### config.mk
export PLATFORM = sky130hd
export DESIGN_NAME = lrn_norm_scheduler
export DESIGN_NICKNAME = d
export VERILOG_FILES = /design/src/rtl/lrn_norm_scheduler.sv
export SDC_FILE = /design/constraint.sdc
export NUM_CORES = 1
export LEC_CHECK = 0
export BUFFER_PORTS_ARGS = -buffer_cell sky130_fd_sc_hd__clkbuf_2
export CAP_MARGIN = 20
export CORE_MARGIN = 1
export CORE_UTILIZATION = 60
export CTS_CLUSTER_DIAMETER = 120
export DETAILED_ROUTE_END_ITERATION = 6
export PLACE_DENSITY = 0.84
export REMOVE_ABC_BUFFERS = 1
export SLEW_MARGIN = 20
export SYNTH_ARGS = -nofsm -noshare
export SYNTH_HDL_FRONTEND = slang
export SYNTH_SLANG_ARGS = --single-unit
### constraint.sdc
create_clock -name clk -period 7.02 [get_ports clk]
set_input_delay 1.053 -clock clk [delete_from_list [all_inputs] [get_ports clk]]
set_output_delay 1.053 -clock clk [all_outputs]
set_load 0.05 [all_outputs]
### src/rtl/lrn_norm_scheduler.sv
// -----------------------------------------------------------------------------
// lrn_norm_scheduler
//
// Layer-level controller for the LRN normalization datapath. A layer is started
// with a vector count; the scheduler then admits upstream square_sum/lrn_center
// vector pairs into the datapath. It never lets more vectors be in flight than
// the datapath input FIFOs can hold. It counts returned (normalized) vectors
// and pulses done when the whole layer has come back.
//
// Handshake: an upstream vector is transferred in any cycle where in_valid and
// in_ready are both high. in_ready never depends on in_valid. The transfer is
// echoed to the datapath as norm_enable in the same cycle. The datapath gives
// no back-pressure on its output side: every norm_out_valid pulse is one
// completed vector and is always consumed.
//
// Ports:
//   clk, reset          clock, synchronous active-high reset
//   cfg_start           one-cycle layer start pulse (honoured only in IDLE)
//   cfg_num_vectors     vectors in the layer, latched on an accepted start
//   in_valid/in_ready   upstream vector handshake
//   norm_enable         push strobe into both datapath input FIFOs
//   norm_out_valid      one pulse per vector leaving the datapath
//   busy                registered, high while in RUN or DRAIN
//   done                one-cycle pulse, high while the FSM sits in DONE
//   err_overflow        sticky: a return arrived with nothing in flight
//   issued_cnt          vectors issued in the current layer
//   recv_cnt            vectors returned in the current layer
//   dbg_state           current FSM state (0 IDLE, 1 RUN, 2 DRAIN, 3 DONE)
//   dbg_credits         free datapath slots (MAX_INFLIGHT when idle)
//
// Optional feature, enabled by defining LRN_SCHED_PERF_EN:
//   perf_cycles         cycles spent in RUN or DRAIN during the current layer
//   perf_stall          RUN cycles where upstream was valid but no credit was left
//   Both counters clear on reset and on an accepted start. They hold their
//   values after done.
// -----------------------------------------------------------------------------
module lrn_norm_scheduler #(
  parameter int CNT_WIDTH    = 16,
  parameter int MAX_INFLIGHT = 4,
  parameter int CREDIT_WIDTH = 3
) (
  input  logic                    clk,
  input  logic                    reset,
  input  logic                    cfg_start,
  input  logic [CNT_WIDTH-1:0]    cfg_num_vectors,
  input  logic                    in_valid,
  output logic                    in_ready,
  output logic                    norm_enable,
  input  logic                    norm_out_valid,
  output logic                    busy,
  output logic                    done,
  output logic                    err_overflow,
  output logic [CNT_WIDTH-1:0]    issued_cnt,
  output logic [CNT_WIDTH-1:0]    recv_cnt,
  output logic [1:0]              dbg_state,
  output logic [CREDIT_WIDTH-1:0] dbg_credits
`ifdef LRN_SCHED_PERF_EN
  ,
  output logic [31:0]             perf_cycles,
  output logic [31:0]             perf_stall
`endif
);

  typedef enum logic [1:0] {
    S_IDLE  = 2'd0,
    S_RUN   = 2'd1,
    S_DRAIN = 2'd2,
    S_DONE  = 2'd3
  } state_t;

  localparam logic [CREDIT_WIDTH-1:0] CREDIT_MAX = CREDIT_WIDTH'(MAX_INFLIGHT);
  localparam logic [CREDIT_WIDTH-1:0] CREDIT_ONE = CREDIT_WIDTH'(1);
  localparam logic [CNT_WIDTH-1:0]    CNT_ONE    = CNT_WIDTH'(1);

  state_t                  state;
  logic [CNT_WIDTH-1:0]    num;
  logic [CREDIT_WIDTH-1:0] credits;

  logic                    active;
  logic                    ret_ok;
  logic                    ret_err;
  logic [CNT_WIDTH-1:0]    issued_next;
  logic [CNT_WIDTH-1:0]    recv_next;
  logic                    issue_last;
  logic                    recv_last;

  assign active = (state == S_RUN) || (state == S_DRAIN);

  // Admission uses only registered state. A credit returned this cycle becomes
  // usable on the next cycle.
  assign in_ready    = (state == S_RUN) && (issued_cnt < num) && (credits != '0);
  assign norm_enable = in_valid && in_ready;

  // A return is real only while a layer is active and something is in flight.
  // Any other return is flagged and does not touch the counters or credits.
  assign ret_ok  = norm_out_valid && active && (credits != CREDIT_MAX);
  assign ret_err = norm_out_valid && !ret_ok;

  assign issued_next = norm_enable ? (issued_cnt + CNT_ONE) : issued_cnt;
  assign recv_next   = ret_ok      ? (recv_cnt + CNT_ONE)   : recv_cnt;

  // Transitions look at the post-update counts. The state therefore moves
  // in the same edge that makes the registered count reach num.
  assign issue_last = (issued_next == num);
  assign recv_last  = (recv_next == num);

  assign dbg_state   = state;
  assign dbg_credits = credits;

  always_ff @(posedge clk) begin
    if (reset) begin
      state        <= S_IDLE;
      num          <= '0;
      issued_cnt   <= '0;
      recv_cnt     <= '0;
      credits      <= CREDIT_MAX;
      busy         <= 1'b0;
      done         <= 1'b0;
      err_overflow <= 1'b0;
    end else begin
      case (state)
        S_IDLE: begin
          done <= 1'b0;
          busy <= 1'b0;
          if (cfg_start) begin
            num          <= cfg_num_vectors;
            issued_cnt   <= '0;
            recv_cnt     <= '0;
            credits      <= CREDIT_MAX;
            err_overflow <= 1'b0;
            if (cfg_num_vectors == '0) begin
              // An empty layer completes without ever being busy.
              state <= S_DONE;
              done  <= 1'b1;
            end else begin
              state <= S_RUN;
              busy  <= 1'b1;
            end
          end else if (ret_err) begin
            err_overflow <= 1'b1;
          end
        end

        S_RUN, S_DRAIN: begin
          issued_cnt <= issued_next;
          recv_cnt   <= recv_next;
          // Issue and return in the same cycle cancel out.
          if (norm_enable && !ret_ok) begin
            credits <= credits - CREDIT_ONE;
          end else if (ret_ok && !norm_enable) begin
            credits <= credits + CREDIT_ONE;
          end
          if (ret_err) begin
            err_overflow <= 1'b1;
          end

          if (issue_last && recv_last) begin
            state <= S_DONE;
            done  <= 1'b1;
            busy  <= 1'b0;
          end else if (state == S_RUN && issue_last) begin
            state <= S_DRAIN;
            done  <= 1'b0;
            busy  <= 1'b1;
          end else begin
            done <= 1'b0;
            busy <= 1'b1;
          end
        end

        S_DONE: begin
          state <= S_IDLE;
          done  <= 1'b0;
          busy  <= 1'b0;
          if (ret_err) begin
            err_overflow <= 1'b1;
          end
        end

        default: begin
          state <= S_IDLE;
          done  <= 1'b0;
          busy  <= 1'b0;
        end
      endcase
    end
  end

`ifdef LRN_SCHED_PERF_EN
  always_ff @(posedge clk) begin
    if (reset) begin
      perf_cycles <= '0;
      perf_stall  <= '0;
    end else if (state == S_IDLE && cfg_start) begin
      perf_cycles <= '0;
      perf_stall  <= '0;
    end else begin
      if (active) begin
        perf_cycles <= perf_cycles + 32'd1;
      end
      // Only credit starvation counts as a stall. Running out of vectors
      // to issue does not.
      if (state == S_RUN && in_valid && !in_ready && credits == '0) begin
        perf_stall <= perf_stall + 32'd1;
      end
    end
  end
`endif

endmodule

=== Word-level counts from Yosys, hierarchy flattened ===
Cells that the tools add are included.

* Register bits: 56
* Logic and storage cells: 70
* Output and inout port bits: 42
* Input bits: 21

* $lt $le $gt $ge: 1
* Add/subtract/negate cells: 4
* Reductions and logical operators: 23
* Equal/unequal tests: 9
* Muxes and demuxes: 25

{| class="wikitable"
|+ Operators by type and width
! cell !! count
|-
| case mux 16 bit (2 select lines) || 2
|-
| 2-to-1 mux 16 bit || 3
|-
| adder 16 x 1 -> 16 bit, second input constant || 2
|-
| == test 16 bit || 2
|-
| logical NOT 16 bit || 1
|-
| less-than comparator 16 bit || 1
|-
| logical AND 1 bit || 10
|-
| 2-to-1 mux 3 bit || 3
|-
| != test 3 bit, second input constant || 3
|-
| 2-to-1 mux 1 bit || 8
|-
| 2-to-1 mux 2 bit || 4
|-
| case mux 1 bit (3 select lines) || 2
|-
| case mux 2 bit (3 select lines) || 1
|-
| case mux 3 bit (2 select lines) || 1
|-
| AND reduction 2 bit || 3
|-
| == test 2 bit, second input constant || 2
|-
| adder 3 x 1 -> 3 bit, second input constant || 1
|-
| AND reduction 3 bit || 1
|-
| nonzero test 3 bit || 1
|-
| OR reduction 3 bit || 1
|-
| subtractor 3 x 1 -> 3 bit, second input constant || 1
|-
| == test 2 x 1 -> 1 bit, second input constant || 1
|-
| logical NOT 1 bit || 2
|-
| logical NOT 2 bit || 1
|-
| 5 further kinds || 5
|}

=== Depth between registers and ports, before layout ===
Gate-level depths: netlist (run 1).

* Depth after elaboration: 10
* Mapped depth: 14

=== Least setup slack after synthesis (run 1) ===
OpenSTA, ideal clock, no wires.

* Path kind: flip-flop to output port
* From: register issued_cnt[7]
* To: output in_ready
* Slack: 3342 ps
* Cell stages (with the launch flop): 6
* Data arrival time: 2625 ps
* Cells stage by stage: dfxtp_1 ha_1 and4_1 a221oi_2 o2111ai_2 a21oi_1

* Longest elaborated chain between the ends: 3

{| class="wikitable"
|+ RTL lines
! what !! RTL line !! source
|-
| start: declaration || 53 || <nowiki>output logic [CNT_WIDTH-1:0] issued_cnt,</nowiki>
|-
| start signal: assignment || 145 || <nowiki>issued_cnt <= issued_next;</nowiki>
|-
| less-than comparator 16 bit || 91 || <nowiki>assign in_ready = (state == S_RUN) && (issued_cnt < num) && (credits != '0);</nowiki>
|-
| logical AND 1 bit (2 in a row) || 91 ||
|-
| end: declaration || 47 || <nowiki>output logic in_ready,</nowiki>
|}

No other way between the ends.

=== Final worst setup path (run 1) ===
* From: register num[4]
* To: output norm_enable

* Longest elaborated chain between the ends: 4

{| class="wikitable"
|+ RTL lines
! what !! RTL line !! source
|-
| start: declaration || 76 || <nowiki>logic [CNT_WIDTH-1:0] num;</nowiki>
|-
| start signal: assignment || 126 || <nowiki>num <= cfg_num_vectors;</nowiki>
|-
| less-than comparator 16 bit || 91 ||
|-
| logical AND 1 bit (2 in a row) || 91 ||
|-
| logical AND 1 bit || 92 || <nowiki>assign norm_enable = in_valid && in_ready;</nowiki>
|-
| end: declaration || 48 || <nowiki>output logic norm_enable,</nowiki>
|}

No other way between the ends.

==> results.py, run 1 <==
metrics = {
    "synthesis": {
        "yosys.area.top_type": "dfxtp_1",
        "synth.distinct_cells": 67,
        "synth-simple-area-share_pct": 27.8,
        "yosys-top-cells-count": "nand2_1 (88), dfxtp_1 (56), nor2_1 (49), a21oi_1 (45), xnor2_1 (33)",
        "ys.flop_type": "dfxtp_1",
        "synth.area.mux_share_pct": 2.08,
        "syn_area_per_cell_um2": 7.54,
        "ys_seq_elements": 56,
        "synth_top_family_by_area": "simple AND/OR/NAND/NOR gates",
        "yosysTopAreaCellShare_pct": 25.9,
        "yosys-top-cells-area": "dfxtp_1 (26%), nand2_1 (7.6%), xnor2_1 (6.7%)",
        "synth.most_common_cell": "nand2_1",
        "synth_edf_count": 0,
        "synthXorXnorAreaFrac_pct": 8.70,
        "ys_seq_area_share_pct": 25.9,
        "synth.cell_area_um2": 4330,
        "syn_inst": 574,
        "synthAdderAreaFrac_pct": 6.54,
        "synth_warnings": 0,
        "synthArstFlopShare_pct": 0,
        "synth_compound_area_share_pct": 23.4,
    },
    "setup_path": {
        "worst-endpoint-arrival_ns": 3.02,
        "worstPathRequired_ns": 5.97,
        "cp_slowest_stage_delay_ns": 0.50,
        "startpoint": "num[4]$_SDFFE_PP0P_",
        "path_buf_inv": 3,
        "path_cells": "inv_1, ha_1, and4_1, nand2_1, o2111ai_2, a21o_2, clkinv_1, clkbuf_2",
        "path_class": "flop to output port",
        "end_kind": "output port",
        "cp_slowest_cell": "dfxtp_1",
        "cp-start-kind": "flop",
        "critPathMaxFanout": 11,
        "timing.rr.start": "dbg_state[1]$_SDFFE_PP0P_",
        "cpLargestDelayFamily": "buffers and inverters",
    },
    "timing": {
        "rsz0062_at_grt": "no",
        "skew_ns": 0.00811,
        "slew-limit-headroom_pct": 25.6,
        "finalHoldViolCount": 0,
        "final-setup-viol-count": 0,
        "final.min_clock_period_ns": 4.08,
        "fin_crit_sh_pct": 58.1,
        "tightest_slew_ns": 1.11,
        "timing.final.ws_setup_ns": 2.94,
        "tns_ns": 0,
        "maxSlewViolCount": 0,
        "timing.fmax_mhz": 245,
        "whs_ns": 0.531,
    },
    "clock_network": {
        "cts.sinks": 56,
        "htreeDepth": 2,
        "cts.path.max_buffers": 2,
        "cts_tree": "built",
        "cts_resized": 0,
        "clk_pin_slew_ns": 0.11,
        "cts_setup_buffers": 0,
        "root_buffer": "clkbuf_8",
        "clk_latency_ns": 0.32,
        "hold_buffers": 0,
        "cts_buffers": 5,
    },
    "detailed_routing": {
        "met2_length_mm": 5.58,
        "viasPerCell": 6.45,
        "drtIter0Drc": 449,
        "drt-met1-wl_mm": 5.25,
        "routed_wl_mm": 12.5,
        "dr_wl_met3_mm": 1.13,
        "num_vias": 4569,
        "detail_route.first_pass.iterations": 5,
        "wl_per_cell_um": 17.6,
        "highest_layer": "met4",
        "ant_nets": 0,
        "drc": 0,
    },
    "cells_and_area": {
        "syn_to_final_growth_pct": 10.3,
        "num-fill-cells": 570,
        "stdcell_count": 708,
        "nets": 654,
        "antenna_cells": 0,
        "drive_above_1_share_pct": 16.2,
    },
    "grt": {
        "antenna_found_initial": 0,
        "grt_pass1_vias": 4096,
        "grt-ovfl-total": 0,
        "grt_max_degree": 57,
        "grt_pass1_wl_mm": 20.1,
        "grtUsageTotal_pct": 34.1,
    },
    "power_and_ir_drop": {
        "p_leak_nw": 1.75,
        "total_power_mw": 1.38,
        "pwr-share-comb_pct": 54.5,
        "switching_share_pct": 49.1,
        "switching_power_uw": 677,
        "power.density_nw_per_um2": 289,
        "p_clk_share_pct": 17.5,
        "ir_drop_v": 0.000359,
        "p_seq_share_pct": 28.0,
        "p_int_uw": 702,
    },
    "outcome": {
        "run_status": "finished clean",
    },
    "min_path": {
        "hold_path.class": "flop to flop",
        "hold_path.startpoint": "recv_cnt[15]$_SDFFE_PP0P_",
    },
    "floorplan": {
        "initial_core_util_pct": 63.0,
        "die-area_um2": 7560,
        "pin_count": 63,
        "core_um2": 6870,
        "chipHeight_um": 86.9,
        "die_w_um": 86.9,
        "row_count": 30,
    },
    "placed_design": {
        "place_congestion": 0.986,
        "port_buffers": 62,
        "place_ws_ns": 3.26,
        "dpl.hpwl_mm": 9.11,
        "dp.cells": 700,
    },
    "run": {
        "maxCapViolations": 0,
    },
}
[metal layers]
layer / vias to the layer above / track usage, %
li1: 2148 / -
met1: 2135 / 45.7
met2: 239 / 53.2
met3: 47 / 5.59
met4: 0 / 16.8
met5: - / 0
[cells in the final DEF, fill, tap and decap left out, drive strengths merged, types with 11 or more instances in the layout]
cell,Yosys,final
nor4,16,16
nand3,16,16
nand2,89,89
nand4,11,11
clkbuf,28,68
nor3,23,23
o21ai,24,24
ha,21,21
xnor2,33,33
nor2,49,49
dfxtp,56,56
inv,24,24
a311oi,12,12
a21oi,47,47
[area by class of cell]
class,count,area [µm²],share of cell area [%]
inverter,25,93.8,1.97
multi-input combinational,457,2970,62.2
tap,96,120,2.52
clock inverter,1,30.0,0.629
sequential,56,1120,23.5
clock buffer,7,96.3,2.02
timing repair buffer,66,340,7.13
[final timing paths]
| check | end | cells past startpoint | slack [ns] |
|---|---|---|---|
| setup / recovery | norm_enable | 8 | 2.94 |
| hold / removal | recv_cnt[15]$_SDFFE_PP0P_ | 1 | 0.53 |
| setup reg to reg | dbg_state[0]$_SDFFE_PP0P_ | 11 | 3.18 |
| hold reg to reg | recv_cnt[15]$_SDFFE_PP0P_ | 1 | 0.53 |
[flip-flops by register name, summed over array words and instances, names as in the netlist]
register	flops
busy	1
dbg_credits	3
dbg_state	2
done	1
err_overflow	1
issued_cnt	16
num	16
recv_cnt	16
[stage by stage]
step | util, % | instance area [µm²]
3_5_place_dp | 67.6 | 4650
2_1_floorplan | - | 4180
5_1_grt | 69.5 | 4770
3_3_place_gp | 67.6 | 4650
6_report | 69.5 | 4770
4_1_cts | 69.5 | 4770
[power by group through the flow]
stage | registers [mW] | logic [mW] | clock network (mW)
finish | 0.386 | 0.751 | 0.241
global route | 0.389 | 0.815 | 0.254
CTS | 0.384 | 0.728 | 0.242
detailed placement | 0.391 | 0.723 | 0
global placement | 0.390 | 0.698 | 0
floorplan | 0.413 | 0.498 | 0
[worst register-to-register path: cells and delay by family (launching register included)]
| family | cells | cell delay (ns) |
|---|---|---|
| flip-flops | 1 | 0.38 |
| buffers and inverters | 1 | 0.10 |
| AND/OR/NAND/NOR | 5 | 1.55 |
| adder cells (fa/ha/maj) | 1 | 0.56 |
| AO/OA/AOI/OAI | 4 | 1.11 |
[logic make-up after synthesis]
logic type | count (synthesis)
compound gates | 140
xor+xnor | 43
fa+ha+maj | 22
buf+inv | 61
flops | 56
mux | 9
simple gates | 243
Power figures use the tool's default switching activity.
==> run 2, diff against run 1 <==
--- a/config.mk
+++ b/config.mk
@@ -5,13 +5,14 @@
 export SDC_FILE = /design/constraint.sdc
 export NUM_CORES = 1
 export LEC_CHECK = 0
+export ABC_AREA = 1
 export BUFFER_PORTS_ARGS = -buffer_cell sky130_fd_sc_hd__clkbuf_2
 export CAP_MARGIN = 20
 export CORE_MARGIN = 1
-export CORE_UTILIZATION = 60
+export CORE_UTILIZATION = 53
 export CTS_CLUSTER_DIAMETER = 120
 export DETAILED_ROUTE_END_ITERATION = 6
-export PLACE_DENSITY = 0.84
+export PLACE_DENSITY = 0.79
 export REMOVE_ABC_BUFFERS = 1
 export SLEW_MARGIN = 20
 export SYNTH_ARGS = -nofsm -noshare
==> constraint.sdc (replaced) <==
create_clock -name clk -period 3.41 [get_ports clk]
set_input_delay 0.5115 -clock clk [delete_from_list [all_inputs] [get_ports clk]]
set_output_delay 0.5115 -clock clk [all_outputs]
set_load 0.05 [all_outputs]
==> run 2 against run 1 <==
Via count up 1.3%. Setup slack worse by 2.7 ns. Clock skew up 0.0030 ns. Global-route usage down 4.1 points. Worst hold slack worse by 0.059 ns. Critical path type is now flop to flop. Largest power group unchanged.
==> results.py, run 2 <==
metrics = {
    "synthesis": {
        "ys.flop_type": "dfxtp_1",
        "synth.most_common_cell": "nand2_1",
        "yosys-top-cells-area": "dfxtp_1 (26%), nand2_1 (19%), a21oi_1 (7.3%)",
        "ys_seq_area_share_pct": 26.3,
        "synth.distinct_cells": 36,
        "syn_area_per_cell_um2": 6.25,
        "yosysTopAreaCellShare_pct": 26.3,
        "yosys-top-cells-count": "nand2_1 (214), inv_1 (78), a21oi_1 (62), dfxtp_1 (56), nand3_1 (53)",
        "synth_edf_count": 0,
        "ys_seq_elements": 56,
        "yosys.area.top_type": "dfxtp_1",
        "syn_inst": 682,
        "synth_warnings": 0,
        "synthArstFlopShare_pct": 0,
        "synth.cell_area_um2": 4260,
    },
    "timing": {
        "timing.final.ws_setup_ns": 0.271,
        "maxSlewViolCount": 0,
        "final-setup-viol-count": 0,
        "rsz0062_at_grt": "no",
        "tns_ns": 0,
        "final.min_clock_period_ns": 3.14,
        "fin_crit_sh_pct": 92.1,
        "finalHoldViolCount": 0,
        "tightest_slew_ns": 0.555,
        "timing.fmax_mhz": 319,
        "slew-limit-headroom_pct": 63.0,
        "skew_ns": 0.0111,
    },
    "detailed_routing": {
        "ant_nets": 0,
        "drc": 0,
        "detail_route.first_pass.iterations": 5,
        "routed_wl_mm": 12.2,
        "drtIter0Drc": 287,
        "num_vias": 4630,
        "wl_per_cell_um": 14.4,
        "viasPerCell": 5.49,
    },
    "run": {
        "maxCapViolations": 0,
    },
    "floorplan": {
        "initial_core_util_pct": 54.9,
        "pin_count": 63,
        "die-area_um2": 8410,
        "die_w_um": 91.7,
        "chipHeight_um": 91.7,
        "core_um2": 7770,
        "row_count": 32,
    },
    "cells_and_area": {
        "drive_above_1_share_pct": 13.9,
        "antenna_cells": 0,
        "nets": 783,
        "stdcell_count": 843,
        "reg_top3": "issued_cnt: 16 flops, num: 16 flops, recv_cnt: 16 flops",
        "fin_util_pct": 61.5,
        "layout_common_cells": "nand2_1 (214), inv_1 (78), clkbuf_2 (62)",
        "syn_to_final_growth_pct": 12.0,
        "final_common_cell": "nand2_1",
    },
    "clock_network": {
        "cts.path.max_buffers": 2,
        "clk_pin_slew_ns": 0.11,
        "cts_setup_buffers": 0,
        "root_buffer": "clkbuf_8",
        "htreeDepth": 2,
        "cts_tree": "built",
        "hold_buffers": 0,
        "cts_resized": 0,
        "cts.sinks": 56,
        "cts_buffers": 5,
        "clk_latency_ns": 0.32,
    },
    "power_and_ir_drop": {
        "power.density_nw_per_um2": 636,
        "p_leak_nw": 2.19,
        "total_power_mw": 3.04,
        "ir_drop_v": 0.000811,
    },
    "placed_design": {
        "port_buffers": 62,
        "place_ws_ns": 0.410,
        "dpl.hpwl_mm": 9.19,
        "place_congestion": 0.929,
        "dp.cells": 835,
    },
    "setup_path": {
        "path_class": "flop to flop",
        "worst-endpoint-arrival_ns": 3.40,
        "worstPathRequired_ns": 3.67,
        "cp-start-kind": "flop",
        "critPathMaxFanout": 5,
        "end_kind": "flop",
    },
    "outcome": {
        "run_status": "finished clean",
    },
    "grt": {
        "grt_pass1_wl_mm": 20.3,
        "grt_max_degree": 38,
        "grt-ovfl-total": 0,
        "antenna_found_initial": 0,
        "grtUsageTotal_pct": 30.0,
        "grt_pass1_vias": 4412,
    },
    "min_path": {
        "hold_path.class": "primary input to flop",
    },
}
==> run 2: worst max-delay path, cell delays in order (launching register included) <==
cell and delay (ns):
dfxtp_1 0.40, inv_1 0.10, ha_1 0.40, nand2_1 0.09, a21oi_2 0.28, nand4_1 0.20, xor2_1 0.40, xor2_1 0.17
a21oi_1 0.17, nand2_1 0.06, nor2_1 0.14, nand3_1 0.14, nand2_1 0.08, nand3_1 0.09, nand2_2 0.10, nand2_2 0.06
nand2_1 0.06, nand2_1 0.05, nor2_1 0.10
==> run 2: routing by layer <==
layer | GRT usage, % | vias up | wire (µm)
met4 | 10.8 | 0 | 255
met2 | 51.3 | 179 | 5730
met5 | 0 | - | 0
li1 | - | 2324 | -
met1 | 38.8 | 2104 | 5350
met3 | 3.48 | 23 | 823
==> run 2: kinds of logic (layout without fill, tap and decap cells) <==
family	count (synthesis)	count (layout)	synth area share, %
flops	56	56	26.3
compound gates	94	94	11.8
xor+xnor	33	33	6.78
simple gates	373	373	38.6
fa+ha+maj	22	22	6.63
buf+inv	104	163	9.89
==> run 2: metrics by stage <==
step	area [µm²]	hold WS (ns)
after floorplan	4150	0.491
after global placement	4680	0.483
after detailed placement	4680	0.488
after CTS	4770	0.456
after global routing	4780	0.470
final	4780	0.472
==> run 2: area by class of cell <==
type                       count  area [µm²]
inverter                      81         304
sequential                    56        1120
fill                         772        2990
tap                          102         128
clock buffer                   6        72.6
timing repair buffer          74         400
clock inverter                 2        16.3
multi-input combinational    522        2730
==> run 2: path summary, 6_finish.rpt <==
kind / startpoint / to / slack (ns) / cells after the start
setup / recovery: dbg_state[1]$_SDFFE_PP0P_ / dbg_state[0]$_SDFFE_PP0P_ / 0.27 / 18
hold reg to reg: recv_cnt[15]$_SDFFE_PP0P_ / recv_cnt[15]$_SDFFE_PP0P_ / 0.50 / 2
setup reg to reg: dbg_state[1]$_SDFFE_PP0P_ / dbg_state[0]$_SDFFE_PP0P_ / 0.27 / 18
hold / removal: cfg_start / done$_SDFF_PP0_ / 0.47 / 3
==> run 2: report_power, final <==
| group | leakage (nW) | internal (mW) | switching, mW |
|---|---|---|---|
| sequential | 0.456 | 0.761 | 0.119 |
| combinational | 1.70 | 0.518 | 1.25 |
| clock | 0.0414 | 0.147 | 0.241 |
| total | 2.19 | 1.43 | 1.61 |
==> run 3, diff against run 2 <==
==> constraint.sdc (replaced) <==
create_clock -name clk -period 3.41 [get_ports clk]
set_input_delay 0.682 -clock clk [delete_from_list [all_inputs] [get_ports clk]]
set_output_delay 0.682 -clock clk [all_outputs]
set_load 0.05 [all_outputs]
==> run 3 against run 2 <==
Critical endpoint is now in_ready. Setup slack worse by 0.049 ns. Clock skew down 0.0021 ns. Critical path type is now flop to output port. Cell area up 0.58%. Power up 0.49%. Global-route usage down 0.68 points. Final cell count up 0.24%. Register-to-register slack better by 0.06 ns. Routed wire length up 0.76%.
==> results.py, run 3 (same netlist as run 2, synthesis figures left out) <==
metrics = {
    "cells_and_area": {
        "final_common_cell": "nand2_1",
        "layout_common_cells": "nand2_1 (214), inv_1 (78), a21oi_1 (61), clkbuf_2 (61), dfxtp_1 (55)",
        "syn_to_final_growth_pct": 12.6,
        "antenna_cells": 0,
        "drive_above_1_share_pct": 14.4,
        "reg_top3": "issued_cnt: 16 flops, num: 16 flops, recv_cnt: 16 flops",
        "nets": 785,
    },
    "min_path": {
        "hold_path.class": "flop to flop",
        "min_path_cells": 2,
    },
    "setup_path": {
        "worstPathRequired_ns": 2.73,
        "worst-endpoint-arrival_ns": 2.51,
        "reg2reg_depth": 20,
        "path_class": "flop to output port",
        "cp-start-kind": "flop",
        "end_kind": "output port",
        "critPathMaxFanout": 23,
    },
    "timing": {
        "rsz0062_at_grt": "no",
        "whs_ns": 0.497,
        "skew_ns": 0.00901,
        "slew-limit-headroom_pct": 53.2,
        "finalHoldViolCount": 0,
        "timing.fmax_mhz": 314,
        "final-setup-viol-count": 0,
        "fin_crit_sh_pct": 93.5,
        "tightest_slew_ns": 0.703,
        "final.min_clock_period_ns": 3.19,
        "tns_ns": 0,
        "maxSlewViolCount": 0,
    },
    "clock_network": {
        "cts.sinks": 56,
        "cts_buffers": 5,
        "cts.path.max_buffers": 2,
        "clk_latency_ns": 0.32,
        "clk_pin_slew_ns": 0.11,
        "htreeDepth": 2,
        "cts_tree": "built",
        "cts_setup_buffers": 0,
        "root_buffer": "clkbuf_8",
    },
    "placed_design": {
        "dpl.hpwl_mm": 9.35,
        "port_buffers": 62,
        "place_congestion": 0.979,
    },
    "grt": {
        "grt_pass1_vias": 4240,
        "grt_max_degree": 38,
        "antenna_found_initial": 0,
        "grtUsageTotal_pct": 29.3,
        "grt_pass1_wl_mm": 19.7,
        "grt-ovfl-total": 0,
    },
    "power_and_ir_drop": {
        "p_leak_nw": 2.21,
        "total_power_mw": 3.05,
        "ir_drop_v": 0.000420,
        "power.density_nw_per_um2": 636,
    },
    "detailed_routing": {
        "drtIter0Drc": 288,
        "drc": 0,
        "ant_nets": 0,
        "num_vias": 4619,
        "routed_wl_mm": 12.3,
        "viasPerCell": 5.47,
        "detail_route.first_pass.iterations": 5,
        "wl_per_cell_um": 14.5,
    },
    "floorplan": {
        "chipHeight_um": 91.7,
        "core_um2": 7770,
        "die_w_um": 91.7,
        "pin_count": 63,
        "die-area_um2": 8410,
        "row_count": 32,
        "initial_core_util_pct": 54.9,
    },
    "outcome": {
        "run_status": "finished clean",
    },
    "run": {
        "maxCapViolations": 0,
    },
}
==> run 3: cell types whose count changed in the layout (fill, tap and decap cells not counted), sizes merged <==
| cell | delta |
|---|---|
| buf | +2 |
| clkbuf | -2 |
| inv | +1 |
| nand3 | +1 |
==> run 3: worst paths after layout <==
kind | slack, ns | end | start
setup / recovery | 0.22 | in_ready | num[15]$_SDFFE_PP0P_
hold / removal | 0.50 | recv_cnt[15]$_SDFFE_PP0P_ | recv_cnt[15]$_SDFFE_PP0P_
hold reg to reg | 0.50 | recv_cnt[15]$_SDFFE_PP0P_ | recv_cnt[15]$_SDFFE_PP0P_
setup reg to reg | 0.33 | dbg_state[0]$_SDFFE_PP0P_ | num[15]$_SDFFE_PP0P_
==> run 3: worst max-delay path, stage by stage (launching register included) <==
cell,delay [ns]
dfxtp_1,0.37
inv_1,0.10
ha_1,0.36
nand2_1,0.09
nand2_1,0.05
nor2_1,0.12
nand2_1,0.09
a31oi_4,0.27
buf_4,0.32
nand2_1,0.08
inv_1,0.05
clkbuf_2,0.26
==> run 3: through the flow <==
| step | utilization [%] | setup slack (ns) | cell area, µm² | instances |
|---|---|---|---|---|
| after detailed placement | 60.3 | 0.381 | 4690 | 836 |
| after global placement | 60.3 | 0.464 | 4690 | 836 |
| after floorplan | - | 0.0912 | 4150 | 659 |
| final | 61.8 | 0.222 | 4800 | 845 |
| after global routing | 61.8 | 0.0632 | 4800 | 845 |
| after CTS | 61.5 | 0.138 | 4780 | 844 |
==> run 3: timing repair <==
action,4_1_cts,5_1_grt
setup endpoints to repair,0,3
hold buffers,0,0
resized for setup,0,4
==> run 3: layout make-up <==
type                    instances  area (µm²)
multi-input cells             523        2750
flip-flops and latches         56        1120
clock inverters                 3        21.3
inverters                      81         304
fillers                       798        2960
repair buffers                 75         408
well taps                     102         128
clock buffers                   5        68.8
==> run 3: per-layer routing <==
| metal | track usage, % | routed length (µm) | vias up | share of wire (%) |
|---|---|---|---|---|
| li1 | - | - | 2329 | - |
| met1 | 38.1 | 5370 | 2099 | 44 |
| met2 | 49.2 | 5770 | 168 | 47 |
| met3 | 4.23 | 858 | 23 | 7.0 |
| met4 | 10.7 | 259 | 0 | 2.1 |
| met5 | 0 | 0 | - | 0 |
==> run 3: where the power goes <==
part,switching (mW),internal [mW]
registers,0.121,0.762
logic,1.26,0.522
clock network,0.243,0.147
total,1.62,1.43
